--- src/rtl/spell_mem_bus_if.sv ---
// rtl/spell_mem_bus_if.sv - core/IO/RAM signal bundle for the spell data-memory bus controller
interface spell_mem_bus_if;
    logic       cpu_req;
    logic [7:0] cpu_addr;
    logic       cpu_write;
    logic [7:0] cpu_wdata;
    logic [7:0] cpu_rdata;
    logic       cpu_ready;
    logic       cpu_error;

    logic       io_select;
    logic [7:0] io_addr;
    logic [7:0] io_data_in;
    logic       io_write;
    logic [7:0] io_data_out;
    logic       io_data_ready;

    logic       ram_select;
    logic [7:0] ram_addr;
    logic [7:0] ram_data_in;
    logic       ram_write;
    logic [7:0] ram_data_out;
    logic       ram_data_ready;

    modport slave (
        input  cpu_req, cpu_addr, cpu_write, cpu_wdata,
        output cpu_rdata, cpu_ready, cpu_error,
        output io_select, io_addr, io_data_in, io_write,
        input  io_data_out, io_data_ready,
        output ram_select, ram_addr, ram_data_in, ram_write,
        input  ram_data_out, ram_data_ready
    );

    modport master (
        output cpu_req, cpu_addr, cpu_write, cpu_wdata,
        input  cpu_rdata, cpu_ready, cpu_error,
        input  io_select, io_addr, io_data_in, io_write,
        output io_data_out, io_data_ready,
        input  ram_select, ram_addr, ram_data_in, ram_write,
        output ram_data_out, ram_data_ready
    );
endinterface

--- src/rtl/spell_mem_bus.sv ---
// rtl/spell_mem_bus.sv - data-memory bus controller routing core accesses to the IO window or data RAM
// Optional hung-access timeout enabled by defining SPELL_MEM_BUS_TIMEOUT_EN.
module spell_mem_bus #(
`ifdef SPELL_MEM_BUS_TIMEOUT_EN
    parameter int         TIMEOUT_CYCLES = 16,
`endif
    parameter logic [7:0] IO_FIRST = 8'h20,
    parameter logic [7:0] IO_LAST  = 8'h5F
) (
    input  logic          clock,
    input  logic          reset_n,
    spell_mem_bus_if.slave bus
);

    typedef enum logic [1:0] {
        IDLE     = 2'd0,
        WAIT_IO  = 2'd1,
        WAIT_RAM = 2'd2,
        DONE     = 2'd3
    } state_t;

    state_t     state_q, state_d;
    logic [7:0] addr_q, addr_d;
    logic [7:0] wdata_q, wdata_d;
    logic       write_q, write_d;
    logic       io_sel_q, io_sel_d;
    logic       ram_sel_q, ram_sel_d;
    logic [7:0] rdata_q, rdata_d;
    logic       ready_q, ready_d;
`ifdef SPELL_MEM_BUS_TIMEOUT_EN
    logic       error_q, error_d;
    logic [7:0] cnt_q, cnt_d;
`endif

    logic in_io_window;
    assign in_io_window = (bus.cpu_addr >= IO_FIRST) && (bus.cpu_addr <= IO_LAST);

    always_comb begin
        state_d   = state_q;
        addr_d    = addr_q;
        wdata_d   = wdata_q;
        write_d   = write_q;
        rdata_d   = rdata_q;
        // Selects default low so every strobe lasts exactly one cycle.
        io_sel_d  = 1'b0;
        ram_sel_d = 1'b0;
        ready_d   = 1'b0;
`ifdef SPELL_MEM_BUS_TIMEOUT_EN
        error_d   = 1'b0;
        cnt_d     = cnt_q;
`endif
        case (state_q)
            IDLE: begin
                if (bus.cpu_req) begin
                    addr_d  = bus.cpu_addr;
                    wdata_d = bus.cpu_wdata;
                    write_d = bus.cpu_write;
`ifdef SPELL_MEM_BUS_TIMEOUT_EN
                    cnt_d   = 8'd0;
`endif
                    if (in_io_window) begin
                        io_sel_d = 1'b1;
                        state_d  = WAIT_IO;
                    end else begin
                        ram_sel_d = 1'b1;
                        state_d   = WAIT_RAM;
                    end
                end
            end
            WAIT_IO, WAIT_RAM: begin
                if ((state_q == WAIT_IO) ? bus.io_data_ready : bus.ram_data_ready) begin
                    rdata_d = (state_q == WAIT_IO) ? bus.io_data_out : bus.ram_data_out;
                    ready_d = 1'b1;
                    state_d = DONE;
                end
`ifdef SPELL_MEM_BUS_TIMEOUT_EN
                else if (cnt_q == 8'(TIMEOUT_CYCLES - 1)) begin
                    rdata_d = 8'hFF;
                    ready_d = 1'b1;
                    error_d = 1'b1;
                    state_d = DONE;
                end else begin
                    cnt_d = cnt_q + 8'd1;
                end
`endif
            end
            DONE: begin
                state_d = IDLE;
            end
            default: begin
                state_d = IDLE;
            end
        endcase
    end

    always_ff @(posedge clock or negedge reset_n) begin
        if (!reset_n) begin
            state_q   <= IDLE;
            addr_q    <= 8'd0;
            wdata_q   <= 8'd0;
            write_q   <= 1'b0;
            io_sel_q  <= 1'b0;
            ram_sel_q <= 1'b0;
            rdata_q   <= 8'd0;
            ready_q   <= 1'b0;
`ifdef SPELL_MEM_BUS_TIMEOUT_EN
            error_q   <= 1'b0;
            cnt_q     <= 8'd0;
`endif
        end else begin
            state_q   <= state_d;
            addr_q    <= addr_d;
            wdata_q   <= wdata_d;
            write_q   <= write_d;
            io_sel_q  <= io_sel_d;
            ram_sel_q <= ram_sel_d;
            rdata_q   <= rdata_d;
            ready_q   <= ready_d;
`ifdef SPELL_MEM_BUS_TIMEOUT_EN
            error_q   <= error_d;
            cnt_q     <= cnt_d;
`endif
        end
    end

    assign bus.cpu_rdata   = rdata_q;
    assign bus.cpu_ready   = ready_q;
`ifdef SPELL_MEM_BUS_TIMEOUT_EN
    assign bus.cpu_error   = error_q;
`else
    assign bus.cpu_error   = 1'b0;
`endif
    assign bus.io_select   = io_sel_q;
    assign bus.io_addr     = addr_q;
    assign bus.io_data_in  = wdata_q;
    assign bus.io_write    = write_q;
    assign bus.ram_select  = ram_sel_q;
    assign bus.ram_addr    = addr_q;
    assign bus.ram_data_in = wdata_q;
    assign bus.ram_write   = write_q;

endmodule

--- src/flat_wrapper.sv ---
// flat-port wrapper written by rule: the top's interface ports become plain ports
module spell_mem_bus_flat 
#(

    parameter logic [7:0] IO_FIRST = 8'h20,
    parameter logic [7:0] IO_LAST  = 8'h5F
)
  (clock, reset_n, bus_cpu_req, bus_cpu_addr, bus_cpu_write, bus_cpu_wdata, bus_cpu_rdata, bus_cpu_ready, bus_cpu_error, bus_io_select, bus_io_addr, bus_io_data_in, bus_io_write, bus_io_data_out, bus_io_data_ready, bus_ram_select, bus_ram_addr, bus_ram_data_in, bus_ram_write, bus_ram_data_out, bus_ram_data_ready);
  spell_mem_bus_if bus_i ();
  input  logic clock;
  input  logic reset_n;
  input wire logic [$bits(bus_i.cpu_req)-1:0] bus_cpu_req;
  input wire logic [$bits(bus_i.cpu_addr)-1:0] bus_cpu_addr;
  input wire logic [$bits(bus_i.cpu_write)-1:0] bus_cpu_write;
  input wire logic [$bits(bus_i.cpu_wdata)-1:0] bus_cpu_wdata;
  output wire logic [$bits(bus_i.cpu_rdata)-1:0] bus_cpu_rdata;
  output wire logic [$bits(bus_i.cpu_ready)-1:0] bus_cpu_ready;
  output wire logic [$bits(bus_i.cpu_error)-1:0] bus_cpu_error;
  output wire logic [$bits(bus_i.io_select)-1:0] bus_io_select;
  output wire logic [$bits(bus_i.io_addr)-1:0] bus_io_addr;
  output wire logic [$bits(bus_i.io_data_in)-1:0] bus_io_data_in;
  output wire logic [$bits(bus_i.io_write)-1:0] bus_io_write;
  input wire logic [$bits(bus_i.io_data_out)-1:0] bus_io_data_out;
  input wire logic [$bits(bus_i.io_data_ready)-1:0] bus_io_data_ready;
  output wire logic [$bits(bus_i.ram_select)-1:0] bus_ram_select;
  output wire logic [$bits(bus_i.ram_addr)-1:0] bus_ram_addr;
  output wire logic [$bits(bus_i.ram_data_in)-1:0] bus_ram_data_in;
  output wire logic [$bits(bus_i.ram_write)-1:0] bus_ram_write;
  input wire logic [$bits(bus_i.ram_data_out)-1:0] bus_ram_data_out;
  input wire logic [$bits(bus_i.ram_data_ready)-1:0] bus_ram_data_ready;
  assign bus_i.cpu_req = bus_cpu_req;
  assign bus_i.cpu_addr = bus_cpu_addr;
  assign bus_i.cpu_write = bus_cpu_write;
  assign bus_i.cpu_wdata = bus_cpu_wdata;
  assign bus_cpu_rdata = bus_i.cpu_rdata;
  assign bus_cpu_ready = bus_i.cpu_ready;
  assign bus_cpu_error = bus_i.cpu_error;
  assign bus_io_select = bus_i.io_select;
  assign bus_io_addr = bus_i.io_addr;
  assign bus_io_data_in = bus_i.io_data_in;
  assign bus_io_write = bus_i.io_write;
  assign bus_i.io_data_out = bus_io_data_out;
  assign bus_i.io_data_ready = bus_io_data_ready;
  assign bus_ram_select = bus_i.ram_select;
  assign bus_ram_addr = bus_i.ram_addr;
  assign bus_ram_data_in = bus_i.ram_data_in;
  assign bus_ram_write = bus_i.ram_write;
  assign bus_i.ram_data_out = bus_ram_data_out;
  assign bus_i.ram_data_ready = bus_ram_data_ready;
  spell_mem_bus #(.IO_FIRST(IO_FIRST), .IO_LAST(IO_LAST)) u_core (.clock(clock), .reset_n(reset_n), .bus(bus_i));
endmodule
--- config.mk ---
export PLATFORM = sky130hd
export DESIGN_NAME = spell_mem_bus_flat
export DESIGN_NICKNAME = d
export VERILOG_FILES = /design/src/rtl/spell_mem_bus_if.sv /design/src/rtl/spell_mem_bus.sv /design/src/flat_wrapper.sv
export SDC_FILE = /design/constraint.sdc
export NUM_CORES = 1
export LEC_CHECK = 0
export ABC_AREA = 0
export CAP_MARGIN = 0
export CORE_ASPECT_RATIO = 0.5
export CORE_MARGIN = 2
export CORE_UTILIZATION = 37
export CTS_CLUSTER_SIZE = 10
export DETAILED_ROUTE_END_ITERATION = 10
export GPL_TIMING_DRIVEN = 0
export MAX_ROUTING_LAYER = met4
export PLACE_DENSITY = 0.8
export SYNTH_ARGS = -nofsm -noshare
export SYNTH_HDL_FRONTEND = slang
export SYNTH_SLANG_ARGS = --single-unit
--- constraint.sdc ---
create_clock -name clock -period 1.8 [get_ports clock]
set_input_delay 0.18 -clock clock [delete_from_list [all_inputs] [get_ports clock]]
set_output_delay 0.18 -clock clock [all_outputs]
set_load 0.01 [all_outputs]
==> metrics.yaml <==
sta:
  period_needed_ps: 1660
  final-hold-violation-count: 0
  period_share_pct: 92.3
  fmax_ghz: 0.602
  fin_ws_ps: 139
  slew_headroom_pct: 56.2
  tns_ps: 0
  finalClockSkew_ps: 1.10
  finalSetupViolCount: 0
  rsz0062_at_grt: "false"
  worstMarginPinSlew_ps: 656
  finalMaxSlewViolations: 0
die:
  start_util_pct: 40.2
  io_pins: 84
  die_w_um: 92
  core_area_um2: 3570
  die_area_um2: 4420
  num_rows: 15
  die_h_um: 48
clock_network:
  clk_path_buf_depth: 2
  tritoncts: "built"
  cts_made_buffers: 5
  cts_resized: 0
  h-tree-depth: 2
  clockRootBuffer: "clkbuf_8"
  path_clk_slew_ps: 60
  clkLatencyLatePin_ps: 270
  clock_sinks: 30
pwr:
  switchingPower_uw: 1390
  p_int_uw: 2860
  clockPowerShare_pct: 11.8
  p_seq_share_pct: 28.6
  swShare_pct: 32.8
  p_leak_uw: 0.00104
  powerDensity_nw_per_um2: 1770
  ir_drop_v: 0.000732
  pwr-share-comb_pct: 59.7
route:
  wirelength_mm: 3.29
  drt.antenna.violating_nets: 0
  dr.pass1.iters: 4
  dr.first_iter.drc_count: 35
  wl_per_cell_um: 12.9
  drc: 0
  vias: 1124
  viasPerCell: 4.41
critical_path:
  r2r_cells: 6
  reg2reg_to: "u_core.state_q[0]"
  critical_path_arrival_ps: 1820
  worst-setup-path-type: "flop to flop"
  path_max_fanout: 9
  rr_startpoint: "u_core.state_q[1]"
  worst_path_max_delay_cell: "dfrtp_1"
  worst-r2r-setup-slack_ps: 140
  crit_path_start_kind: "flop"
  cp-end-kind: "flop"
  slowest_delay_ps: 360
  cp_cell_sequence: "inv_1 -> ha_1 -> buf_6 -> mux2i_4 -> a21oi_2 -> mux2_4"
  worstPathRequired_ps: 1960
flow_run:
  cap_violations: 0
yosys:
  synth_nets: 154
  yosysTopAreaCell: "dfrtp_1"
  syn_area_um2: 1430
  yosys.area.top_type_share_pct: 52.4
  synth.area.top_cells: "dfrtp_1, mux2_2, buf_4, mux2i_1, o21ai_0"
  ys_warn_count: 0
  synth_ff_type: "dfrtp_1"
  synthArstFlopShare_pct: 100
  synthTopCellsByCount: "dfrtp_1, buf_4, mux2_2"
  synth.distinct_cells: 22
  ys_seq_area_share_pct: 52.4
  synth_most_common_cell: "dfrtp_1"
  synth_seq_cells: 30
  syn_avg_cell_area_um2: 12.7
  synth_edf_count: 0
  synthCells: 113
grt:
  track_usage_pct: 15.9
  grt_pass1_wl_mm: 4.93
  grt_pass1_vias: 1036
  grt_overflow: 0
  grt_max_degree: 31
  antenna_found_initial: 0
worst_hold_path:
  holdCritPathClass: "input pin to asynchronous set/reset pin"
final_layout:
  diodes: 0
  fin_cells: 255
  drive_above_1_share_pct: 24.0
  multi_input_area_um2: 515
  final_util_pct: 67.5
  fillers: 285
  regArea_um2: 751
  fin_area_um2: 2410
  synthToLayoutAreaGrowth_pct: 67.9
  final_nets: 245
placed_design:
  dp.cells: 246
  dp_slack_ps: 4.78
  portBuffers: 82
  gp_congestion: 0.682
  hpwl_mm: 2.55
  placed_area_um2: 2320
run_status:
  status: "finished clean"
[how the worst max path moves through the flow]
stage,end,cells after the start,start,slack (ps)
CTS,u_core.state_q[0],6,u_core.state_q[1],50
floorplan,u_core.state_q[0],6,u_core.state_q[1],220
detailed placement,u_core.bus.io_addr[1],1,reset_n,5
finish,u_core.state_q[0],6,u_core.state_q[1],140
global route,u_core.bus.io_addr[4],5,u_core.state_q[0],30
global placement,u_core.bus.io_addr[1],1,reset_n,20
[metal layers]
metal | up-vias | share of wire, % | routed length, um | global-route usage [%]
met5 | - | 0 | 0 | -
met4 | 0 | 1.1 | 37 | 6.27
met3 | 5 | 5.0 | 163 | 5.20
met2 | 33 | 55 | 1800 | 28.7
met1 | 537 | 39 | 1290 | 17.3
li1 | 549 | - | - | -
[sequential cells by signal, indices dropped and copies added (netlist names)]
register	count
u_core.bus.io_write	1
u_core.state_q	2
u_core.bus.io_addr	8
u_core.bus.io_data_in	8
u_core.bus.cpu_ready	1
u_core.bus.cpu_rdata	8
u_core.bus.io_select	1
u_core.bus.ram_select	1
[placed cells by master, fill, tap and decap left out]
cell and instances:
dlygate4sd3_1 1, mux2_2 17, buf_6 1, ha_1 3, xnor2_1 1, inv_1 4, dfrtp_1 30, buf_4 19
o21ai_1 8, clkbuf_1 2, clkbuf_8 5, o21ai_0 8, mux2i_1 9, nand2b_1 1, mux2i_4 1, nand2_2 1
nor2_1 2, buf_2 2, clkdlybuf4s50_1 81, nor2b_1 1, mux2_4 1, nand2b_4 1, conb_1 1, o22ai_1 2
a21oi_2 1, nor3_1 1
[critical path, delay by kind of cell (launching register included)]
kind | cells | cell delay (ps)
flops | 1 | 360
mux | 2 | 620
compound gates | 1 | 110
buf+inv | 2 | 280
fa+ha+maj | 1 | 180
[stage by stage]
stage | hold slack (ps) | power (uW)
4_1_cts | 510 | 4300
5_1_grt | 515 | 4530
3_5_place_dp | 505 | 3780
3_3_place_gp | 502 | 3710
6_report | 470 | 4250
2_1_floorplan | -116 | 2510
[logic make-up (layout without fill, tap and decap cells)]
group	count (synthesis)	in the layout	synth area share, %
AOI/OAI and AO/OA	19	19	7.07
adders and majority gates	3	3	2.62
other	1	1	0.262
buffers and inverters	24	115	11.6
muxes	28	28	22.3
DFF	30	30	52.4
xor gates and xnor gates	1	1	0.611
and+or+nand+nor	7	7	3.14
[power groups by stage]
stage	Combinational, uW	Sequential (uW)	Clock (uW)
finish	2530	1210	501
global route	2730	1270	540
CTS	2570	1220	511
detailed placement	2560	1220	0
global placement	2500	1200	0
floorplan	1180	1340	0
[area by class of cell]
class / count / share of cell area, %
multi-input cells: 59 / 21.4
flip-flops and latches: 30 / 31.2
repair buffers: 84 / 34.6
well taps: 51 / 2.65
clock buffers: 7 / 3.17
plain buffers: 20 / 6.29
inverters: 4 / 0.624
[timing repair]
item / CTS / global route
hold buffers: 0 / 1
hold endpoints to repair: 0 / 30
endpoints found under the setup margin: 0 / 1
buffers inserted: 0 / 1
Power figures use the tool's default switching activity.
